`src/rtl/pixel_sequencer.sv`:
```
`default_nettype none
// ============================================================================
//  Module      : pixel_sequencer
//  Description : Frame-level raster controller for the ray-marcher datapath.
//                Issues one Q11.21 coordinate pair per slot and throttles
//                issue with an in-flight credit count. Returns shades in
//                raster order on a ready/valid stream with SOF/EOL markers.
//  Revision    : 1.0 - initial release
// ============================================================================
module pixel_sequencer #(
    parameter int H_RES        = 640,
    parameter int V_RES        = 480,
    parameter int MAX_INFLIGHT = 8,
    parameter int FP_W         = 32,
    parameter int FRAC         = 21
) (
    input  logic            clk,
    input  logic            rst_gen,
    input  logic            start,
    output logic            busy,
    output logic            frame_done,
    output logic            err,
    output logic [FP_W-1:0] pix_x,
    output logic [FP_W-1:0] pix_y,
    output logic            pix_valid,
    input  logic            res_valid,
    input  logic [23:0]     res_shade,
    output logic [23:0]     out_data,
    output logic            out_valid,
    input  logic            out_ready,
    output logic            out_sof,
    output logic            out_eol
);

    localparam int c_XW = (H_RES > 1) ? $clog2(H_RES) : 1;
    localparam int c_YW = (V_RES > 1) ? $clog2(V_RES) : 1;
    localparam int c_AW = $clog2(MAX_INFLIGHT);
    localparam int c_OW = c_AW + 1;

    localparam logic [c_XW-1:0] c_X_LAST = c_XW'(H_RES - 1);
    localparam logic [c_YW-1:0] c_Y_LAST = c_YW'(V_RES - 1);
    localparam logic [c_XW-1:0] c_X_ONE  = c_XW'(1);
    localparam logic [c_YW-1:0] c_Y_ONE  = c_YW'(1);
    localparam logic [c_AW-1:0] c_A_ONE  = c_AW'(1);
    localparam logic [c_OW-1:0] c_O_ONE  = c_OW'(1);
    localparam logic [c_OW-1:0] c_O_MAX  = c_OW'(MAX_INFLIGHT);

    localparam logic [1:0] c_IDLE  = 2'd0;
    localparam logic [1:0] c_RUN   = 2'd1;
    localparam logic [1:0] c_DRAIN = 2'd2;

    logic [1:0]      r_state;
    logic [c_XW-1:0] r_x;
    logic [c_YW-1:0] r_y;
    logic [c_XW-1:0] r_ox;
    logic [c_YW-1:0] r_oy;
    logic [c_OW-1:0] r_outstanding;
    logic [c_AW-1:0] r_wr_ptr;
    logic [c_AW-1:0] r_rd_ptr;
    logic [c_OW-1:0] r_count;
    logic [23:0]     r_mem [MAX_INFLIGHT];
    logic            r_busy;
    logic            r_frame_done;
    logic            r_err;
    logic            r_pix_valid;
    logic [FP_W-1:0] r_pix_x;
    logic [FP_W-1:0] r_pix_y;

    logic            w_start_acc;
    logic            w_out_valid;
    logic            w_hs;
    logic            w_full;
    logic [c_OW-1:0] w_inflight;
    logic            w_wr;
    logic            w_res_bad;
    logic            w_issue;
    logic [c_OW-1:0] w_out_next;

    assign w_start_acc = (r_state == c_IDLE) && start;
    assign w_out_valid = (r_count != '0);
    assign w_hs        = w_out_valid && out_ready;
    assign w_full      = (r_count == c_O_MAX);
    // Pixels issued whose results have not yet come back from the datapath.
    assign w_inflight  = r_outstanding - r_count;
    assign w_res_bad   = res_valid && (w_full || (w_inflight == '0));
    assign w_wr        = res_valid && !w_res_bad;
    assign w_issue     = (r_state == c_RUN) && (r_outstanding < c_O_MAX);

    // Next credit count: issue adds one, output handshake retires one.
    always_comb begin
        w_out_next = r_outstanding;
        if (w_issue && !w_hs) begin
            w_out_next = r_outstanding + c_O_ONE;
        end else if (!w_issue && w_hs) begin
            w_out_next = r_outstanding - c_O_ONE;
        end
    end

    // Frame FSM and coordinate issue; busy lags the state by one cycle so it
    // rises together with the first pix_valid and falls after frame_done.
    always_ff @(posedge clk or negedge rst_gen) begin
        if (!rst_gen) begin
            r_state      <= c_IDLE;
            r_x          <= '0;
            r_y          <= '0;
            r_pix_valid  <= 1'b0;
            r_pix_x      <= '0;
            r_pix_y      <= '0;
            r_busy       <= 1'b0;
            r_frame_done <= 1'b0;
        end else begin
            r_busy       <= (r_state != c_IDLE);
            r_frame_done <= 1'b0;
            r_pix_valid  <= w_issue;
            case (r_state)
                c_IDLE: begin
                    if (start) begin
                        r_state <= c_RUN;
                        r_x     <= '0;
                        r_y     <= '0;
                    end
                end
                c_RUN: begin
                    if (w_issue) begin
                        r_pix_x <= {{(FP_W - c_XW){1'b0}}, r_x} << FRAC;
                        r_pix_y <= {{(FP_W - c_YW){1'b0}}, r_y} << FRAC;
                        if (r_x == c_X_LAST) begin
                            r_x <= '0;
                            if (r_y == c_Y_LAST) begin
                                r_y     <= '0;
                                r_state <= c_DRAIN;
                            end else begin
                                r_y <= r_y + c_Y_ONE;
                            end
                        end else begin
                            r_x <= r_x + c_X_ONE;
                        end
                    end
                end
                c_DRAIN: begin
                    if (w_out_next == '0) begin
                        r_state      <= c_IDLE;
                        r_frame_done <= 1'b1;
                    end
                end
                default: r_state <= c_IDLE;
            endcase
        end
    end

    // Credit counter of pixels issued but not yet accepted downstream.
    always_ff @(posedge clk or negedge rst_gen) begin
        if (!rst_gen) begin
            r_outstanding <= '0;
        end else if (w_start_acc) begin
            r_outstanding <= '0;
        end else begin
            r_outstanding <= w_out_next;
        end
    end

    // Result FIFO pointers and occupancy; simultaneous write and read keep count.
    always_ff @(posedge clk or negedge rst_gen) begin
        if (!rst_gen) begin
            r_wr_ptr <= '0;
            r_rd_ptr <= '0;
            r_count  <= '0;
        end else if (w_start_acc) begin
            r_wr_ptr <= '0;
            r_rd_ptr <= '0;
            r_count  <= '0;
        end else begin
            if (w_wr) begin
                r_wr_ptr <= r_wr_ptr + c_A_ONE;
            end
            if (w_hs) begin
                r_rd_ptr <= r_rd_ptr + c_A_ONE;
            end
            if (w_wr && !w_hs) begin
                r_count <= r_count + c_O_ONE;
            end else if (!w_wr && w_hs) begin
                r_count <= r_count - c_O_ONE;
            end
        end
    end

    // Result FIFO storage; contents are only visible while occupancy is nonzero.
    always_ff @(posedge clk) begin
        if (w_wr) begin
            r_mem[r_wr_ptr] <= res_shade;
        end
    end

    // Output-side raster position used for the SOF/EOL markers.
    always_ff @(posedge clk or negedge rst_gen) begin
        if (!rst_gen) begin
            r_ox <= '0;
            r_oy <= '0;
        end else if (w_start_acc) begin
            r_ox <= '0;
            r_oy <= '0;
        end else if (w_hs) begin
            if (r_ox == c_X_LAST) begin
                r_ox <= '0;
                r_oy <= (r_oy == c_Y_LAST) ? '0 : r_oy + c_Y_ONE;
            end else begin
                r_ox <= r_ox + c_X_ONE;
            end
        end
    end

    // Sticky protocol error: result with a full FIFO or with nothing in flight.
    always_ff @(posedge clk or negedge rst_gen) begin
        if (!rst_gen) begin
            r_err <= 1'b0;
        end else if (w_start_acc) begin
            r_err <= 1'b0;
        end else if (w_res_bad) begin
            r_err <= 1'b1;
        end
    end

    assign busy       = r_busy;
    assign frame_done = r_frame_done;
    assign err        = r_err;
    assign pix_x      = r_pix_x;
    assign pix_y      = r_pix_y;
    assign pix_valid  = r_pix_valid;
    assign out_valid  = w_out_valid;
    assign out_data   = w_out_valid ? r_mem[r_rd_ptr] : 24'd0;
    assign out_sof    = w_out_valid && (r_ox == '0) && (r_oy == '0);
    assign out_eol    = w_out_valid && (r_ox == c_X_LAST);

endmodule
`default_nettype wire

```
`config.mk`:
```
export PLATFORM = sky130hd
export DESIGN_NAME = pixel_sequencer
export DESIGN_NICKNAME = d
export VERILOG_FILES = /design/src/rtl/pixel_sequencer.sv
export SDC_FILE = /design/constraint.sdc
export NUM_CORES = 1
export LEC_CHECK = 0
export ABC_AREA = 1
export CORE_MARGIN = 4
export CORE_UTILIZATION = 40
export CTS_CLUSTER_DIAMETER = 80
export DETAILED_ROUTE_END_ITERATION = 12
export SETUP_SLACK_MARGIN = 0.05
export SYNTH_ARGS = -nofsm -noshare
export SYNTH_HDL_FRONTEND = slang
export SYNTH_SLANG_ARGS = --single-unit
```
`constraint.sdc`:
```
create_clock -name clk -period 6 [get_ports clk]
set_input_delay 1.8 -clock clk [delete_from_list [all_inputs] [get_ports clk]]
set_output_delay 1.8 -clock clk [all_outputs]
set_load 0.005 [all_outputs]
```
==> qor.csv, run 1 <==
stage,metric,value,unit
cts,Max clock buf depth,3,
critical_path,CP dominant cell by count,o21ai_0,
layout,Reg area,7694,µm²
cts,# clock sinks,269,
min_path,worst hold path type,flop to flop,
synth,top_reg_cell synth,edfxtp_1,
synth,"FFs w/ async S/R, synth",0.2862,
cts,post-CTS setup buffers,0,
sta,Least-Margin Pin Slew,1.063,ns
global_route,first-pass GRT wire length,41900,µm
placed_design,GPL Wtd Cong,0.7803,
floorplan,IO Pins,124,
layout,number of diodes,0,
cts,Clock Pin Slew Worst Setup and Hold Paths,0.06,ns
sta,Slew Limit Headroom,0.2912,
critical_path,worst path bufs/invs,2,
synth,Synth Cell Area,12020,µm²
route,vias per cell,5.082,
sta,PnR worst setup slack,1.094,ns
global_route,initial antenna violation count,0,
cts,CTS Buf Count,29,
cts,worst-skew pair later-pin latency,0.55,ns
power_and_ir_drop,Tot Pwr,6927,µW
sta,final setup vio count,0,
route,Post-route DRC,0,
placed_design,Setup WS pre-CTS,1.692,ns
route,Post-DRT Antenna Nets,0,
layout,"most common cell after layout, fill and taps aside",edfxtp_1,
sta,setup tns final,0,ns
layout,final cell count without fillers,1598,
cts,post-cts sizing count,0,
sta,RSZ-0062 raised after global routing,no,
critical_path,"Arr. time, crit path",3.11,ns
sta,final worst path period need,4.906,ns
flow_run,Max Cap Viol,0,
sta,Slew Limit Fails,0,
layout,layout cell share with drive strength beyond 1,0.09023,
layout,nets@finish,1232,
floorplan,DIE HEIGHT,181.3,µm
floorplan,Initial Utilization,0.4054,
sta,clk_skew,0.01098,ns
floorplan,die width,181.3,µm
power_and_ir_drop,clock group share of total power,0.267,
power_and_ir_drop,Lkg Pwr,0.005370,µW
layout,area grow syn2layout,16.58,%
power_and_ir_drop,Pwr Density,494.6,nW/µm²
synth,sequential area share after synthesis,0.6402,
layout,multi-input logic area,3617,µm²
power_and_ir_drop,Int Power,4491,µW
layout,"leading cell types in the layout, fill and taps excluded","edfxtp_1, nor2_1, o21ai_0, nand2_1, clkdlybuf4s50_1",
synth,synthesized instance count,1114,
synth,synthesized area per cell,10.79,µm²
layout,Fillers,2719,
layout,"Core Util, Final",0.4726,
synth,Unique masters post-synth,41,
power_and_ir_drop,Comb pwr share,0.365,
critical_path,Worst Setup Path Type,flop to output port,
sta,FMAX,0.2038,GHz
critical_path,Critical Path RT,4.20,ns
outcome,status,"finished, final reports clean",
critical_path,Crit. End Element,output port,
global_route,largest net degree at the start of global routing,98,
floorplan,Row Count,63,
global_route,Total GRT Usage,0.1548,
critical_path,critical path launch point type,flop,
synth,Synth top area share,0.4799,
critical_path,Crit path largest cell delay,0.71,ns
sta,Final Cycle Share,0.8176,
power_and_ir_drop,sequential share of power,0.368,
synth,"EDFF count, synth",192,
power_and_ir_drop,Max VDD drop,0.2682,mV
synth,Area contributors post-synth,"edfxtp_1, dfrtp_1, o21ai_0",
power_and_ir_drop,Sw Share,0.3517,
placed_design,Port Buf Inserts,78,
placed_design,cell count after placement,1546,
synth,post-synth top area cell,edfxtp_1,
critical_path,"delay-heaviest family, CP",buffers and inverters,
global_route,grt ovf,0,
route,1st-pass router iterations,7,
route,drt wl/cell,16.43,µm
critical_path,CP cell instances,buf_4 > o21ai_0 > o22ai_1 > o21ai_0 > a31oi_1 > clkdlybuf4s50_1,
power_and_ir_drop,NetSw,2436,µW
synth,Synthesis Warnings,0,
route,Iter 0 DRT Violations,557,
sta,final hold vios,0,
global_route,vias in the first global route,7886,
cts,htree depth,1,
synth,Seq cells post-synth,269,
cts,"Hold-fix buffers, CTS",0,
critical_path,worst-path fanout max,97,
cts,CTS tree,built,
cts,Root Buffer,clkbuf_16,
floorplan,Core Area,29640,µm²
route,Vias,8121,
placed_design,DPL Wire Length,15360,µm
floorplan,DIE AREA,32880,µm²
critical_path,"slowest stage cell, crit path",buf_4,
route,routed wire length,26260,µm
[final timing paths]
path,start,to,slack (ns),cells past startpoint
worst max-delay path,r_rd_ptr[0],out_data[4],1.09,6
worst min-delay path,pix_y[26],pix_y[26],0.48,2
worst max register to register,r_count[2],r_mem[2][3],2.92,11
worst min register to register,pix_y[26],pix_y[26],0.48,2
max in group asynchronous,rst_gen,r_rd_ptr[0],3.89,1
min in group asynchronous,rst_gen,r_oy[2],1.41,1
[tightest hold or removal path: stages, from the launching register on]
cell and delay, ns:
dfrtp_1 0.34, nand2_1 0.05, o21ai_0 0.06
[synth_stat cells (all sizes together), types with 7 or more instances]
cell type / number
inv: 81
xor2: 7
o22ai: 25
nor3: 16
nand4: 20
a31oi: 26
dfrtp: 77
edfxtp: 192
nand3: 41
o21ai: 174
a21oi: 29
buf: 62
nor2: 187
nand2: 114
clkbuf: 32
ha: 15
[logic make-up after synthesis]
family,count (synthesis),share of synthesized area
buffers and inverters,176,0.07414
flip-flops,269,0.6402
adder cells (fa/ha/maj),16,0.01729
AO/OA/AOI/OAI,259,0.1149
AND/OR/NAND/NOR,385,0.1474
other,1,0.0003121
XOR/XNOR,8,0.005832
[metrics by stage]
step                hold slack, ns  area [µm²]
finish                      0.4847       14010
global route                0.5163       14010
CTS                         0.4891       14010
detailed placement          0.4733       13020
global placement            0.4685       13020
floorplan                   0.4724       12180
[cell type report]
cell class	instances	share of cell area
sequential	269	0.5493
multi-input combinational	713	0.2582
timing repair buffer	92	0.06396
clock buffer	31	0.05234
tap	390	0.03484
inverter	82	0.02287
clock inverter	21	0.01849
[flip-flops by register name, indices dropped and copies added, names as in the netlist, 9 cells and up]
register  cells
r_mem       192
pix_y         9
r_ox         10
r_y           9
r_oy          9
r_x          10
pix_x        10
[power by group through the flow]
stage / Sequential (µW) / Combinational (µW) / Clock [µW]
4_1_cts: 2550 / 2590 / 1890
3_5_place_dp: 2590 / 2580 / 0
5_1_grt: 2590 / 2850 / 1970
6_report: 2550 / 2530 / 1850
3_3_place_gp: 2580 / 2530 / 0
2_1_floorplan: 2560 / 1610 / 0
[routing by layer]
| layer | wire [µm] | global-route usage | part of all wire |
|---|---|---|---|
| met1 | 11660 | 0.2122 | 0.44 |
| met2 | 13040 | 0.2656 | 0.50 |
| met4 | 483 | 0.03122 | 0.018 |
| met3 | 1077 | 0.02154 | 0.041 |
| met5 | 0 | 0 | 0 |
Power figures use the tool's default switching activity.
==> run 2: changes to the inputs <==
==> constraint.sdc (replaced) <==
create_clock -name clk -period 4.51 [get_ports clk]
set_input_delay 1.353 -clock clk [delete_from_list [all_inputs] [get_ports clk]]
set_output_delay 1.353 -clock clk [all_outputs]
set_load 0.005 [all_outputs]
==> qor.csv, run 2 (synthesis gave the netlist of run 1 again) <==
stage,metric,value,unit,change
critical_path,Worst Setup Path Type,flop to output port,,unchanged
route,Iter 0 DRT Violations,599,,was 557
critical_path,critical path launch point type,flop,,unchanged
route,drt wl/cell,16.30,µm,was 16.43 µm
global_route,Total GRT Usage,0.1557,,was 0.1548
route,vias per cell,5.030,,was 5.082
global_route,first-pass GRT wire length,42190,µm,was 41900 µm
placed_design,GPL Wtd Cong,0.8103,,was 0.7803
critical_path,Crit path largest cell delay,0.56,ns,was 0.71 ns
flow_run,Max Cap Viol,0,,unchanged
power_and_ir_drop,Pwr Density,651.6,nW/µm²,was 494.6 nW/µm²
global_route,grt ovf,0,,unchanged
global_route,largest net degree at the start of global routing,98,,unchanged
cts,"Hold-fix buffers, CTS",0,,unchanged
power_and_ir_drop,Lkg Pwr,0.005390,µW,was 0.005370 µW
sta,PnR worst setup slack,0.3977,ns,was 1.094 ns
sta,clk_skew,0.01617,ns,was 0.01098 ns
floorplan,Row Count,63,,unchanged
sta,RSZ-0062 raised after global routing,no,,unchanged
route,Vias,8084,,was 8121
critical_path,worst path bufs/invs,3,,was 2
critical_path,worst-path fanout max,50,,was 97
layout,"most common cell after layout, fill and taps aside",edfxtp_1,,unchanged
floorplan,DIE HEIGHT,181.3,µm,unchanged
global_route,met2 usage,0.2591,,was 0.2656
cts,Max clock buf depth,3,,unchanged
route,1st-pass router iterations,5,,was 7
global_route,vias in the first global route,7904,,was 7886
sta,setup tns final,0,ns,unchanged
floorplan,Initial Utilization,0.4054,,unchanged
sta,Slew Limit Fails,0,,unchanged
layout,Fillers,2738,,was 2719
layout,max reg flops,192,,unchanged
critical_path,Crit. End Element,output port,,unchanged
layout,number of diodes,0,,unchanged
sta,Min Hold Slack,0.4788,ns,was 0.4847 ns
placed_design,Port Buf Inserts,78,,unchanged
critical_path,"delay-heaviest family, CP",buffers and inverters,,unchanged
floorplan,IO Pins,124,,unchanged
floorplan,DIE AREA,32880,µm²,unchanged
critical_path,CP dominant cell by count,o21ai_0,,unchanged
critical_path,"Arr. time, crit path",2.76,ns,was 3.11 ns
layout,area grow syn2layout,16.77,%,was 16.58%
min_path,worst hold path type,flop to flop,,unchanged
layout,layout cell share with drive strength beyond 1,0.09532,,was 0.09023
critical_path,"slowest stage cell, crit path",clkdlybuf4s50_1,,was buf_4
sta,final worst path period need,4.112,ns,
cts,CTS tree,built,,unchanged
floorplan,Core Area,29640,µm²,unchanged
floorplan,die width,181.3,µm,unchanged
cts,htree depth,1,,unchanged
sta,final hold vios,0,,unchanged
power_and_ir_drop,Max VDD drop,0.3581,mV,was 0.2682 mV
layout,nets@finish,1239,,was 1232
global_route,GR Util met3,0.02617,,was 0.02154
global_route,GR peak layer,met2,,unchanged
cts,post-cts sizing count,0,,unchanged
layout,final cell count without fillers,1607,,was 1598
cts,Root Buffer,clkbuf_16,,unchanged
critical_path,CP cell instances,inv_2 > buf_12 > o21ai_0 > o22ai_1 > o21ai_0 > a31oi_1 > clkdlybuf4s50_1,,was buf_4 > o21ai_0 > o22ai_1 > o21ai_0 > a31oi_1 > clkdlybuf4s50_1
route,routed wire length,26190,µm,was 26260 µm
cts,worst-skew pair later-pin latency,0.56,ns,was 0.55 ns
route,Post-route DRC,0,,unchanged
cts,# clock sinks,269,,unchanged
layout,Largest Register,r_mem,,unchanged
global_route,met1 usage,0.2137,,was 0.2122
placed_design,DPL Wire Length,15990,µm,was 15360 µm
outcome,status,"finished, final reports clean",,unchanged
placed_design,Setup WS pre-CTS,0.9261,ns,was 1.692 ns
sta,Final Cycle Share,0.9118,,
cts,post-CTS setup buffers,0,,unchanged
placed_design,cell count after placement,1553,,was 1546
sta,FMAX,0.2432,GHz,
layout,"leading cell types in the layout, fill and taps excluded","edfxtp_1, nor2_1, o21ai_0, nand2_1, clkdlybuf4s50_1",,unchanged
global_route,initial antenna violation count,0,,unchanged
sta,final setup vio count,0,,unchanged
sta,Least-Margin Pin Slew,0.9834,ns,was 1.063 ns
cts,CTS Buf Count,29,,unchanged
sta,Slew Limit Headroom,0.3444,,was 0.2912
critical_path,Critical Path RT,3.16,ns,was 4.20 ns
route,Post-DRT Antenna Nets,0,,unchanged
cts,Clock Pin Slew Worst Setup and Hold Paths,0.06,ns,about the same
[run 2: cell types whose count changed in the layout (fill, tap and decap cells not counted), moves of 2 or more]
cell       change
clkinv_1       -2
buf_4          +6
bufinv_16      -3
clkbuf_8       +2
clkbuf_1       +4
[run 2: per-stage QoR]
step | power, µW | instance area [µm²] | util
final | 9142 | 14030 | 0.4734
after global routing | 9823 | 14030 | 0.4734
after detailed placement | 6903 | 13080 | 0.4413
after global placement | 6844 | 13080 | 0.4413
after CTS | 9282 | 14030 | 0.4734
after floorplan | 5549 | 12180 | -
[run 2: worst paths after layout]
path,startpoint,end,slack (ns),depth (start not counted)
setup reg to reg,r_count[2],r_mem[0][3],1.48,11
min in group asynchronous,rst_gen,r_oy[0],0.97,1
setup / recovery,r_rd_ptr[0],out_data[12],0.40,7
hold reg to reg,pix_y[24],pix_y[24],0.48,2
hold / removal,pix_y[24],pix_y[24],0.48,2
max in group asynchronous,rst_gen,r_rd_ptr[0],2.88,1
[run 2: power breakdown]
| part | internal (µW) | total (µW) | switching [µW] |
|---|---|---|---|
| clock | 1370 | 2340 | 971 |
| sequential | 3170 | 3390 | 227 |
| combinational | 1370 | 3410 | 2040 |
[run 2: area by class of cell]
| class | count | area (µm²) | area share |
|---|---|---|---|
| flip-flops and latches | 269 | 7694 | 0.5484 |
| clock inverters | 16 | 148.9 | 0.01061 |
| well taps | 390 | 488.0 | 0.03478 |
| multi-input cells | 713 | 3617 | 0.2578 |
| clock buffers | 38 | 800.8 | 0.05708 |
| inverters | 82 | 320.3 | 0.02283 |
| repair buffers | 99 | 960.9 | 0.06849 |
[run 2: worst min-delay path: cells and delay by family (launching register included)]
kind / cells / cell delay [ns]
AO/OA/AOI/OAI: 1 / 0.05
flip-flops: 1 / 0.34
AND/OR/NAND/NOR: 1 / 0.05
[run 2: per-layer routing]
| layer | vias to the layer above | part of all wire |
|---|---|---|
| li1 | 3966 | - |
| met1 | 3880 | 0.45 |
| met2 | 195 | 0.48 |
| met3 | 43 | 0.049 |
| met4 | 0 | 0.023 |
| met5 | - | 0 |
